--- config.mk ---
export PLATFORM = sky130hd
export DESIGN_NAME = bd_tag_split
export DESIGN_NICKNAME = d
export VERILOG_FILES = /design/src/rtl/bd_tag_split.sv
export SDC_FILE = /design/constraint.sdc
export NUM_CORES = 1
export LEC_CHECK = 0
export ABC_AREA = 1
export ABC_CLOCK_PERIOD_IN_PS = 2300
export CAP_MARGIN = 0
export CORE_UTILIZATION = 50
export CTS_CLUSTER_DIAMETER = 80
export CTS_CLUSTER_SIZE = 8
export DETAILED_ROUTE_END_ITERATION = 16
export GPL_TIMING_DRIVEN = 0
export PLACE_DENSITY = 0.8
export SKIP_CTS_REPAIR_TIMING = 1
export SLEW_MARGIN = 20
export SYNTH_ARGS = -nofsm -noshare
export SYNTH_HDL_FRONTEND = slang
export SYNTH_SLANG_ARGS = --single-unit
--- constraint.sdc ---
create_clock -name clk -period 2.3 [get_ports clk]
set_clock_uncertainty 0.1 [all_clocks]
set_input_delay 0.46 -clock clk [delete_from_list [all_inputs] [get_ports clk]]
set_output_delay 0.46 -clock clk [all_outputs]
set_load 0.01 [all_outputs]
--- src/rtl/bd_tag_split.sv ---
// BD/tag split: demultiplexes an unencoded BD word stream by leaf code into a
// BD channel and an unpacked tag/ct channel, each behind its own 2-entry skid FIFO.

module bd_tag_split_fifo #(
    parameter int W = 8
) (
    input  logic         clk,
    input  logic         rst_n,
    input  logic         push_v,
    input  logic [W-1:0] push_d,
    output logic         push_a,
    output logic         pop_v,
    output logic [W-1:0] pop_d,
    input  logic         pop_a
);
    logic [1:0][W-1:0] mem;
    logic              wr_ptr;
    logic              rd_ptr;
    logic [1:0]        cnt;
    logic              full;
    logic              push;
    logic              pop;

    assign full   = cnt[1];
    assign pop_v  = |cnt;
    assign pop_d  = mem[rd_ptr];
    assign pop    = pop_v & pop_a;
    // A full FIFO still takes a word when its head leaves on the same edge.
    assign push_a = ~full | pop;
    assign push   = push_v & push_a;

    always_ff @(posedge clk or negedge rst_n) begin
        if (!rst_n) begin
            mem    <= '0;
            wr_ptr <= 1'b0;
            rd_ptr <= 1'b0;
            cnt    <= 2'd0;
        end else begin
            if (push) begin
                mem[wr_ptr] <= push_d;
                wr_ptr      <= ~wr_ptr;
            end
            if (pop)
                rd_ptr <= ~rd_ptr;
            case ({push, pop})
                2'b10:   cnt <= cnt + 2'd1;
                2'b01:   cnt <= cnt - 2'd1;
                default: cnt <= cnt;
            endcase
        end
    end
endmodule

module bd_tag_split_cnt #(
    parameter int N = 16
) (
    input  logic         clk,
    input  logic         rst_n,
    input  logic         clear,
    input  logic         inc,
    output logic [N-1:0] count
);
    always_ff @(posedge clk or negedge rst_n) begin
        if (!rst_n)
            count <= '0;
        else if (clear)
            count <= '0;
        else if (inc && count != {N{1'b1}})
            count <= count + 1'b1;
    end
endmodule

module bd_tag_split #(
    parameter int NBDData   = 20,
    parameter int Ncode     = 6,
    parameter int Ntag      = 11,
    parameter int Nct       = 9,
    parameter int TagCtCode = 30,
    parameter int Ncnt      = 16
) (
    input  logic               clk,
    input  logic               reset,
    input  logic               in_v,
    input  logic [NBDData-1:0] in_payload,
    input  logic [Ncode-1:0]   in_leaf_code,
    output logic               in_a,
    output logic               bd_out_v,
    output logic [NBDData-1:0] bd_out_payload,
    output logic [Ncode-1:0]   bd_out_leaf_code,
    input  logic               bd_out_a,
    output logic               tag_out_v,
    output logic [Ntag-1:0]    tag_out_tag,
    output logic [Nct-1:0]     tag_out_ct,
    input  logic               tag_out_a,
    input  logic               cnt_clear,
    output logic [Ncnt-1:0]    bd_count,
    output logic [Ncnt-1:0]    tag_count
);
    localparam logic [Ncode-1:0] TAG_CODE = Ncode'(TagCtCode);
    localparam int BD_W  = NBDData + Ncode;
    localparam int TAG_W = Ntag + Nct;

    generate
        if (NBDData != Ntag + Nct) begin : g_bad_width
            $error("bd_tag_split: NBDData must equal Ntag + Nct");
        end
    endgenerate

    logic             sel_tag;
    logic             bd_push_a;
    logic             tag_push_a;
    logic [BD_W-1:0]  bd_head;
    logic [TAG_W-1:0] tag_head;
    logic [1:0]       xfer;
    logic [1:0][Ncnt-1:0] cnt;

    assign sel_tag = (in_leaf_code == TAG_CODE);
    // Accept looks only at the branch this word is routed to.
    assign in_a    = sel_tag ? tag_push_a : bd_push_a;

    bd_tag_split_fifo #(.W(BD_W)) u_bd_fifo (
        .clk    (clk),
        .rst_n  (reset),
        .push_v (in_v & ~sel_tag),
        .push_d ({in_payload, in_leaf_code}),
        .push_a (bd_push_a),
        .pop_v  (bd_out_v),
        .pop_d  (bd_head),
        .pop_a  (bd_out_a)
    );

    bd_tag_split_fifo #(.W(TAG_W)) u_tag_fifo (
        .clk    (clk),
        .rst_n  (reset),
        .push_v (in_v & sel_tag),
        .push_d ({in_payload[NBDData-1 -: Ntag], in_payload[Nct-1:0]}),
        .push_a (tag_push_a),
        .pop_v  (tag_out_v),
        .pop_d  (tag_head),
        .pop_a  (tag_out_a)
    );

    assign {bd_out_payload, bd_out_leaf_code} = bd_head;
    assign {tag_out_tag, tag_out_ct}          = tag_head;

    // Branch 0 = BD, branch 1 = tag/ct.
    assign xfer[0] = bd_out_v & bd_out_a;
    assign xfer[1] = tag_out_v & tag_out_a;

    for (genvar b = 0; b < 2; b++) begin : g_cnt
        bd_tag_split_cnt #(.N(Ncnt)) u_cnt (
            .clk   (clk),
            .rst_n (reset),
            .clear (cnt_clear),
            .inc   (xfer[b]),
            .count (cnt[b])
        );
    end

    assign bd_count  = cnt[0];
    assign tag_count = cnt[1];
endmodule

==> results of run 1 <==
[final timing paths]
path,from,endpoint,cells past startpoint
worst min-delay path,u_tag_fifo.mem[15],u_tag_fifo.mem[15],2
max in group asynchronous,reset,u_bd_fifo.mem[2],3
worst max-delay path,in_leaf_code[5],in_a,7
worst max register to register,u_tag_fifo.cnt[0],u_tag_fifo.cnt[1],9
min in group asynchronous,reset,u_tag_fifo.mem[11],2
worst min register to register,u_tag_fifo.mem[15],u_tag_fifo.mem[15],2
[cell families (layout without fill, tap and decap cells)]
group	after synthesis	after routing	synth area share, %
AO/OA/AOI/OAI	111	111	8.849
XOR/XNOR	14	14	1.918
adder cells (fa/ha/maj)	4	4	0.7831
buffers and inverters	95	248	6.069
flip-flops	132	132	51.68
multiplexers	20	20	3.524
AND/OR/NAND/NOR	413	413	27.17
[cells in the final DEF (no fill, tap or decap), types with 2 or more instances in the layout]
cell             instances
nand2_1                310
o21ai_0                 73
nand3_1                 30
bufinv_16                4
clkbuf_1                 8
xnor2_1                  4
clkinv_2                 3
a21oi_1                  6
o21ai_1                 28
ha_1                     4
inv_6                    5
nand2_2                  5
buf_6                    5
buf_2                   11
clkbuf_4                 4
xor2_1                  10
nor2_2                   3
nor2_4                   5
clkbuf_16               17
inv_1                   63
buf_8                    2
clkinvlp_4               2
mux2_2                  20
o21bai_1                 4
dlymetal6s2s_1          47
buf_4                    6
clkdlybuf4s50_1         64
nand4_1                 20
nor2_1                  34
dfrtp_1                132
[metrics by stage]
stage,TNS (ns),hold WS (ns)
after detailed placement,-5.194,0.2361
final,0,0.3835
after global routing,-0.06013,0.3967
after floorplan,0,0.06441
after global placement,-590.26,0.3610
after CTS,-21.59,-0.2023
[area by class of cell]
type	count	area [um2]
Buffer	29	183.9
Clock buffer	18	439.2
Clock inverter	14	195.2
Fill cell	928	3581
Inverter	66	251.5
Multi-Input combinational cell	562	2714
Sequential cell	132	3303
Tap cell	168	210.2
Timing Repair Buffer	121	1334
[power by group]
group	internal (mW)	total, mW	switching (mW)
Sequential	2.91	3.26	0.346
Combinational	1.41	3.09	1.67
Clock	1.86	2.90	1.05
Total	6.18	9.25	3.06
[worst reg2reg max path: cells and delay by family, from the launching register on]
kind	cells	cell delay (ns)
fa+ha+maj	1	0.36
buf+inv	1	0.05
compound gates	2	0.23
flops	1	0.40
simple gates	4	0.50
xor+xnor	1	0.15
[state kept, by name (all words and copies together) (netlist names)]
register and flops:
u_bd_fifo.wr_ptr 1, u_tag_fifo.rd_ptr 1, u_bd_fifo.rd_ptr 1, u_tag_fifo.wr_ptr 1
u_tag_fifo.cnt 2, g_cnt.u_cnt.count 32, u_bd_fifo.mem 52, u_tag_fifo.mem 40
u_bd_fifo.cnt 2
[metal layers]
metal  wire length (um)  share of wire, %
met3               1020               6.0
met2               8040                48
met1               7506                44
met5                  0                 0
met4                316               1.9
==> run_results.csv, run 1 <==
group,metric,value,unit
route,drc,0,
critical_path,end_kind,"output pin",
synth,synth_warnings,0,
route,first_iter_violations,540,
final_layout,fin_cells,1110,
global_route,gr-max-usage-layer,"met2",
global_route,grt_pass1_wl,26910,um
route,drt_first_pass_iters,5,
final_layout,area_growth,35.04,%
global_route,grt_max_degree,102,
timing,finalSetupViolations,0,
critical_path,r2r_slack,0.39,ns
route,ant_nets,0,
clock_tree,cts_max_level,4,
placed_design,dpl-instance-area,7755,um2
timing,setup_slack,0.05010,ns
global_route,grtUsageMet3,4.797,%
final_layout,antenna_cells,0,
route,vias_per_cell,5.299,
critical_path,max_stage_delay,0.40,ns
route,vias,5882,
synth,ys_types,28,
critical_path,startpoint_type,"input port",
critical_path,cp_slowest_cell,"clkdlybuf4s50_1",
timing,max_slew_margin,59.83,%
synth,synth_top_cell_by_area,"dfrtp_1",
synth,synthTopCellsByCount,"nand2_1 (310), dfrtp_1 (132), o21ai_0 (73)",
global_route,overflow,0,
timing,report.final.hold_viol_count,0,
global_route,antenna_found_initial,0,
critical_path,cp.arrival,1.69,ns
final_layout,final_nets,965,
synth,async_reset_ff_share,100.0,%
floorplanning,start_util,52.34,%
route,wl_per_cell,15.21,um
synth,ys_ff_latch,132,
placed_design,post-place-cells,1070,
critical_path,required,1.74,ns
power,p_total,9.248,mW
critical_path,worst-path-buf-inv,3,
synth,synth.area.top_cells,"dfrtp_1 (52%), nand2_1 (18%), o21ai_0 (5.7%), inv_1 (3.7%), mux2_2 (3.5%)",
final_layout,final_layout_size_suffix_gt1_share,10.83,%
route,totalWireLength,16880,um
global_route,grt_pass1_vias,5441,
clock_tree,cts_buffers,17,
clock_tree,cts_tree,"yes",
synth,synthFlopType,"dfrtp_1",
placed_design,gp_congestion,0.8500,
status,status,"finished, final reports clean",
placed_design,dp_hpwl,11010,um
timing,max_freq,444.5,MHz
clock_tree,clock_latency,0.41,ns
timing,tightest_slew,0.6025,ns
clock_tree,clkSinkCount,132,
timing,slew_violations,0,
min_path,hp-class,"reg2reg",
synth,synth_edf_count,0,
power,p_leak,4.833,nW
floorplanning,ioPinCount,113,
placed_design,numPortBuffers,112,
synth,seq_area_frac_synth,51.68,%
power,powerDensity,1072,nW/um2
floorplanning,core_area,12210,um2
global_route,met1_usage,36.08,%
critical_path,cp_top_family,"buffers and inverters",
power,vdd_drop_max,0.6124,mV
critical_path,crit_type,"in2out",
final_layout,final_util,70.68,%
global_route,grtUsageMet2,43.25,%
run,drv_cap,0,
floorplanning,die_y,115.1,um
timing,finalCritPeriodShare,97.82,%
synth,postSynthAreaPerCell,8.100,um2
critical_path,crit_chain,"clkdlybuf4s50_1 > inv_1 > nand2_1 > nor3_4 > nand2_1 > nand2_1 > dlymetal6s2s_1",
floorplanning,num_rows,40,
synth,netlist_instances,789,
synth,syn_nets,825,
critical_path,cp_max_fo,4,
clock_tree,cts.clk_slew.worst_paths,0.06,ns
clock_tree,clk_path_buf_depth,2,
floorplanning,dieArea,13240,um2
placed_design,dpl_worst_slack,-0.3726,ns
floorplanning,die_w,115.1,um
synth,synth_top_area_share,51.68,%
timing,layout_min_cycle_time,2.250,ns
global_route,grt.total_usage,26.46,%
synth,synth.most_common_cell,"nand2_1",
critical_path,critical_path.most_common_cell,"nand2_1",
final_layout,stdcell_area,8631,um2
clock_tree,cts-root-buf,"clkbuf_16",
synth,syn_area,6391,um2
(Power assumes the default switching activity.)
==> inputs of run 2 (changes only) <==
ABC_CLOCK_PERIOD_IN_PS = not set   (was 2300)
SLEW_MARGIN = not set   (was 20)
==> run 2 against run 1 <==
  * Total power is 0.68% lower
  * Maximum frequency shrank 0.91%
  * Global-route usage grew 0.20 points
  * Wire length is 1.7% higher
  * Critical path type is now reg2out
==> run_results.csv, run 2 (synthesis results as in run 1) <==
group,metric,value,unit
status,status,"finished, final reports clean",
route,vias,5953,
clock_tree,cts.clk_slew.worst_paths,0.06,ns
clock_tree,cts_buffers,17,
clock_tree,cts-root-buf,"clkbuf_16",
global_route,grt.total_usage,26.66,%
global_route,grt_pass1_wl,27180,um
power,p_total,9.185,mW
final_layout,area_growth,35.02,%
min_path,hp-class,"in2async",
critical_path,cp_max_fo,10,
power,vdd_drop_max,0.5392,mV
critical_path,crit_cells,7,
critical_path,rr_worst_depth,9,
route,drc,0,
timing,max_freq,440.4,MHz
final_layout,antenna_cells,0,
global_route,grt_pass1_vias,5536,
route,totalWireLength,17170,um
final_layout,final_nets,969,
final_layout,final_cell_mix,"nand2_1 (310), dfrtp_1 (132), o21ai_0 (73)",
timing,tightest_slew,0.5940,ns
critical_path,worst-path-buf-inv,5,
timing,max_slew_margin,60.40,%
timing,slew_violations,0,
route,drt_first_pass_iters,5,
critical_path,r2r_slack,0.39,ns
critical_path,startpoint_type,"flop",
critical_path,max_stage_delay,0.33,ns
power,powerDensity,1064,nW/um2
global_route,antenna_found_initial,0,
route,wl_per_cell,15.42,um
critical_path,required,1.74,ns
placed_design,numPortBuffers,112,
critical_path,crit_start,"u_bd_fifo.rd_ptr",
power,p_leak,4.833,nW
floorplanning,core_area,12210,um2
placed_design,dp_hpwl,11080,um
route,first_iter_violations,521,
final_layout,final_util,70.67,%
floorplanning,ioPinCount,113,
global_route,overflow,0,
critical_path,cp_slowest_cell,"dfrtp_1",
floorplanning,die_y,115.1,um
final_layout,reg.largest.list,"u_bd_fifo.mem x52, u_tag_fifo.mem x40, g_cnt.u_cnt.count x32",
final_layout,final_layout_size_suffix_gt1_share,11.01,%
final_layout,largest_reg_flops,52,
clock_tree,cts_tree,"yes",
critical_path,timing.rr.start,"u_tag_fifo.cnt[0]",
floorplanning,die_w,115.1,um
critical_path,cp.arrival,1.71,ns
floorplanning,dieArea,13240,um2
critical_path,crit_type,"reg2out",
clock_tree,clock_latency,0.41,ns
timing,layout_min_cycle_time,2.271,ns
critical_path,r2r_end,"u_tag_fifo.cnt[1]",
final_layout,top_register,"u_bd_fifo.mem",
global_route,grt_max_degree,102,
run,drv_cap,0,
timing,report.final.hold_viol_count,0,
critical_path,end_kind,"output pin",
clock_tree,cts_max_level,4,
clock_tree,clkSinkCount,132,
route,ant_nets,0,
critical_path,crit_chain,"buf_4 > clkinvlp_4 > buf_4 > buf_6 > nand2_1 > nand2_1 > dlymetal6s2s_1",
placed_design,gp_congestion,0.8500,
route,vias_per_cell,5.349,
clock_tree,clk_path_buf_depth,2,
floorplanning,num_rows,40,
timing,finalSetupViolations,0,
final_layout,final_common_cell,"nand2_1",
critical_path,cp_top_family,"buffers and inverters",
final_layout,fillers,945,
critical_path,crit_path_end,"bd_out_payload[8]",
floorplanning,start_util,52.34,%
timing,finalCritPeriodShare,98.72,%
==> run 2: cell type report <==
class	count	area, um2	share of cell area, %
Sequential cell	132	3303	38.28
Clock inverter	11	150.1	1.740
Multi-Input combinational cell	562	2714	31.45
Tap cell	168	210.2	2.436
Timing Repair Buffer	125	1360	15.76
Inverter	66	251.5	2.914
Buffer	29	183.9	2.131
Clock buffer	20	456.7	5.292
==> run 2: how the worst min path moves through the flow <==
stage	startpoint	endpoint	slack, ns	cells after the start
final	reset	u_tag_fifo.mem[11]	0.39	2
after CTS	reset	u_tag_fifo.mem[11]	-0.17	1
after global placement	u_tag_fifo.mem[27]	u_tag_fifo.mem[27]	0.36	2
after global routing	u_bd_fifo.mem[11]	u_bd_fifo.mem[11]	0.40	2
after detailed placement	reset	u_tag_fifo.mem[11]	0.26	1
after floorplan	reset	g_cnt[0].u_cnt.count[0]	0.06	0
==> run 2: metrics by stage <==
step	hold WS (ns)	TNS, ns	area [um2]	instances	setup WS, ns
2_1_floorplan	0.06441	0	6391	789	0.4770
3_3_place_gp	0.3610	-590.26	7722	1069	-4.449
3_5_place_dp	0.2628	-5.450	7751	1070	-0.3682
4_1_cts	-0.1738	-21.67	8358	1101	-0.6354
5_1_grt	0.4009	-0.07773	8630	1113	-0.02295
6_report	0.3855	0	8630	1113	0.02941
==> run 2: routing by layer <==
| layer | global-route usage, % | up-vias | share of wire (%) |
|---|---|---|---|
| met5 | 0 | - | 0 |
| met1 | 35.90 | 2886 | 44 |
| li1 | - | 2804 | - |
| met4 | 9.351 | 0 | 2.7 |
| met3 | 5.061 | 37 | 6.0 |
| met2 | 43.37 | 226 | 48 |
==> run 2: power breakdown <==
part           leakage (nW)  total (mW)  switching [mW]  internal (mW)
registers              1.74        3.26           0.347           2.91
clock network         0.293        2.76            1.00           1.76
logic                  2.80        3.16            1.70           1.46
==> inputs of run 3 (changes only) <==
GPL_TIMING_DRIVEN = 1   (was 0)
==> run 3 against run 2 <==
  * The flow now finishes with violations (setup timing)
  * First-iteration DRC count fell by 2.9%
  * Via count fell by 3.7%
  * Non-clock buffer count decreased by 5
  * Register-to-register slack barely moved
  * Worst setup slack got worse by 0.12 ns
  * Combinational power about the same
  * Largest cell class unchanged
==> run_results.csv, run 3 (synthesis results as in run 1) <==
group,metric,value,unit
final_layout,fillers,931,
placed_design,dpl-instance-area,7884,um2
final_layout,area_growth,36.90,%
final_layout,final_nets,964,
critical_path,cp_slowest_cell,"clkdlybuf4s50_1",
timing,layout_min_cycle_time,2.388,ns
route,drc,0,
timing,tightest_slew,0.4485,ns
power,p_leak,4.568,nW
critical_path,max_stage_delay,0.49,ns
power,p_total,9.558,mW
critical_path,crit_type,"reg2out",
final_layout,final_common_cell,"nand2_1",
global_route,antenna_found_initial,0,
status,violations,"setup timing",
global_route,grt.total_usage,25.17,%
critical_path,end_kind,"output pin",
floorplanning,start_util,52.34,%
final_layout,stdcell_area,8750,um2
timing,max_slew_margin,70.10,%
timing,setup_slack,-0.08763,ns
clock_tree,cts-root-buf,"clkbuf_16",
clock_tree,cts.clk_slew.worst_paths,0.06,ns
final_layout,final_layout_size_suffix_gt1_share,11.69,%
route,wl_per_cell,14.42,um
timing,finalCritPeriodShare,103.8,%
route,vias_per_cell,5.171,
floorplanning,die_y,115.1,um
critical_path,worst-path-buf-inv,2,
min_path,hp-class,"reg2reg",
route,ant_nets,0,
floorplanning,ioPinCount,113,
timing,rsz0062_at_grt,"true",
global_route,grt_pass1_wl,25560,um
global_route,grt_max_degree,59,
route,drt_first_pass_iters,5,
clock_tree,cts_tree,"yes",
run,drv_cap,0,
power,vdd_drop_max,0.7269,mV
critical_path,cp_max_fo,13,
status,status,"complete, but fails checks",
global_route,grt_pass1_vias,5289,
final_layout,final_cell_mix,"nand2_1 (310), dfrtp_1 (131), clkdlybuf4s50_1 (85)",
floorplanning,dieArea,13240,um2
placed_design,dp_hpwl,10330,um
clock_tree,cts_buffers,17,
critical_path,crit_chain,"buf_6 > mux2_2 > clkdlybuf4s50_1",
final_layout,largest_reg_flops,52,
route,first_iter_violations,506,
timing,max_freq,418.8,MHz
final_layout,top_register,"u_bd_fifo.mem",
timing,setup_tns,-1.358,ns
critical_path,required,1.74,ns
route,totalWireLength,16000,um
floorplanning,die_w,115.1,um
clock_tree,clock_latency,0.42,ns
clock_tree,cts_max_level,4,
timing,report.final.hold_viol_count,0,
floorplanning,num_rows,40,
clock_tree,clkSinkCount,132,
critical_path,startpoint_type,"flop",
final_layout,reg.largest.list,"u_bd_fifo.mem x52, u_tag_fifo.mem x40, g_cnt.u_cnt.count x32",
timing,finalSetupViolations,20,
floorplanning,core_area,12210,um2
final_layout,antenna_cells,0,
placed_design,dpl_worst_slack,-0.2922,ns
clock_tree,clk_path_buf_depth,2,
placed_design,gp_congestion,0.8639,
route,vias,5735,
critical_path,cp_top_family,"buffers and inverters",
placed_design,numPortBuffers,112,
global_route,overflow,0,
timing,slew_violations,0,
critical_path,cp.arrival,1.83,ns
timing,hold_slack,0.3800,ns
power,powerDensity,1092,nW/um2
## run 3: changes by cell type in the layout (fill, tap and decap cells not counted), sizes merged
cell           change
clkdlybuf4s50     +21
clkinv             +3
inv                -3
clkinvlp           -1
bufinv             +3
dlymetal6s2s      -21
clkbuf            -12
buf                +6
## run 3: worst reg2reg max path, cell delays in order (launching register included)
cell	delay, ns
dfrtp_1	0.41
ha_1	0.23
nand2_1	0.07
nor2_1	0.18
nand2_1	0.15
nor2_4	0.15
nor2_4	0.08
nor2_4	0.30
nand2_1	0.10
nand2_1	0.08
## run 3: cell type report
class | instances | area (um2) | share of cell area [%]
Inverter | 66 | 251.5 | 2.874
Multi-Input combinational cell | 562 | 2714 | 31.02
Timing Repair Buffer | 149 | 1588 | 18.15
Tap cell | 168 | 210.2 | 2.402
Sequential cell | 132 | 3304 | 37.77
Clock inverter | 13 | 229.0 | 2.617
Clock buffer | 19 | 452.9 | 5.177
## run 3: worst paths after layout
kind                                               from                 endpoint  slack, ns  depth (start not counted)
worst max-delay path                  u_tag_fifo.rd_ptr          tag_out_tag[10]      -0.09                          3
worst min-delay path                 u_tag_fifo.mem[27]       u_tag_fifo.mem[27]       0.38                          2
worst max register to register  g_cnt[0].u_cnt.count[1]  g_cnt[0].u_cnt.count[8]       0.38                          9
worst min register to register       u_tag_fifo.mem[27]       u_tag_fifo.mem[27]       0.38                          2
max in group asynchronous                         reset        u_bd_fifo.mem[19]       0.99                          3
min in group asynchronous                         reset        u_bd_fifo.mem[44]       0.45                          2
## run 3: power breakdown
group	switching (mW)	internal, mW
registers	0.369	2.92
clock network	1.00	2.09
logic	1.64	1.54
total	3.01	6.55
## run 3: stage by stage
step / instances / util (%)
6_report: 1109 / 71.65
5_1_grt: 1109 / 71.65
4_1_cts: 1102 / 70.14
3_5_place_dp: 1070 / 64.56
3_3_place_gp: 1070 / 64.56
2_1_floorplan: 789 / -
## run 3: layer usage
layer  vias up  share of wire, %  track usage [%]
li1       2799                 -                -
met1      2695                44            33.59
met2       225                48            40.44
met3        16               6.7            6.378
met4         0               1.2            8.052
met5         -                 0                0
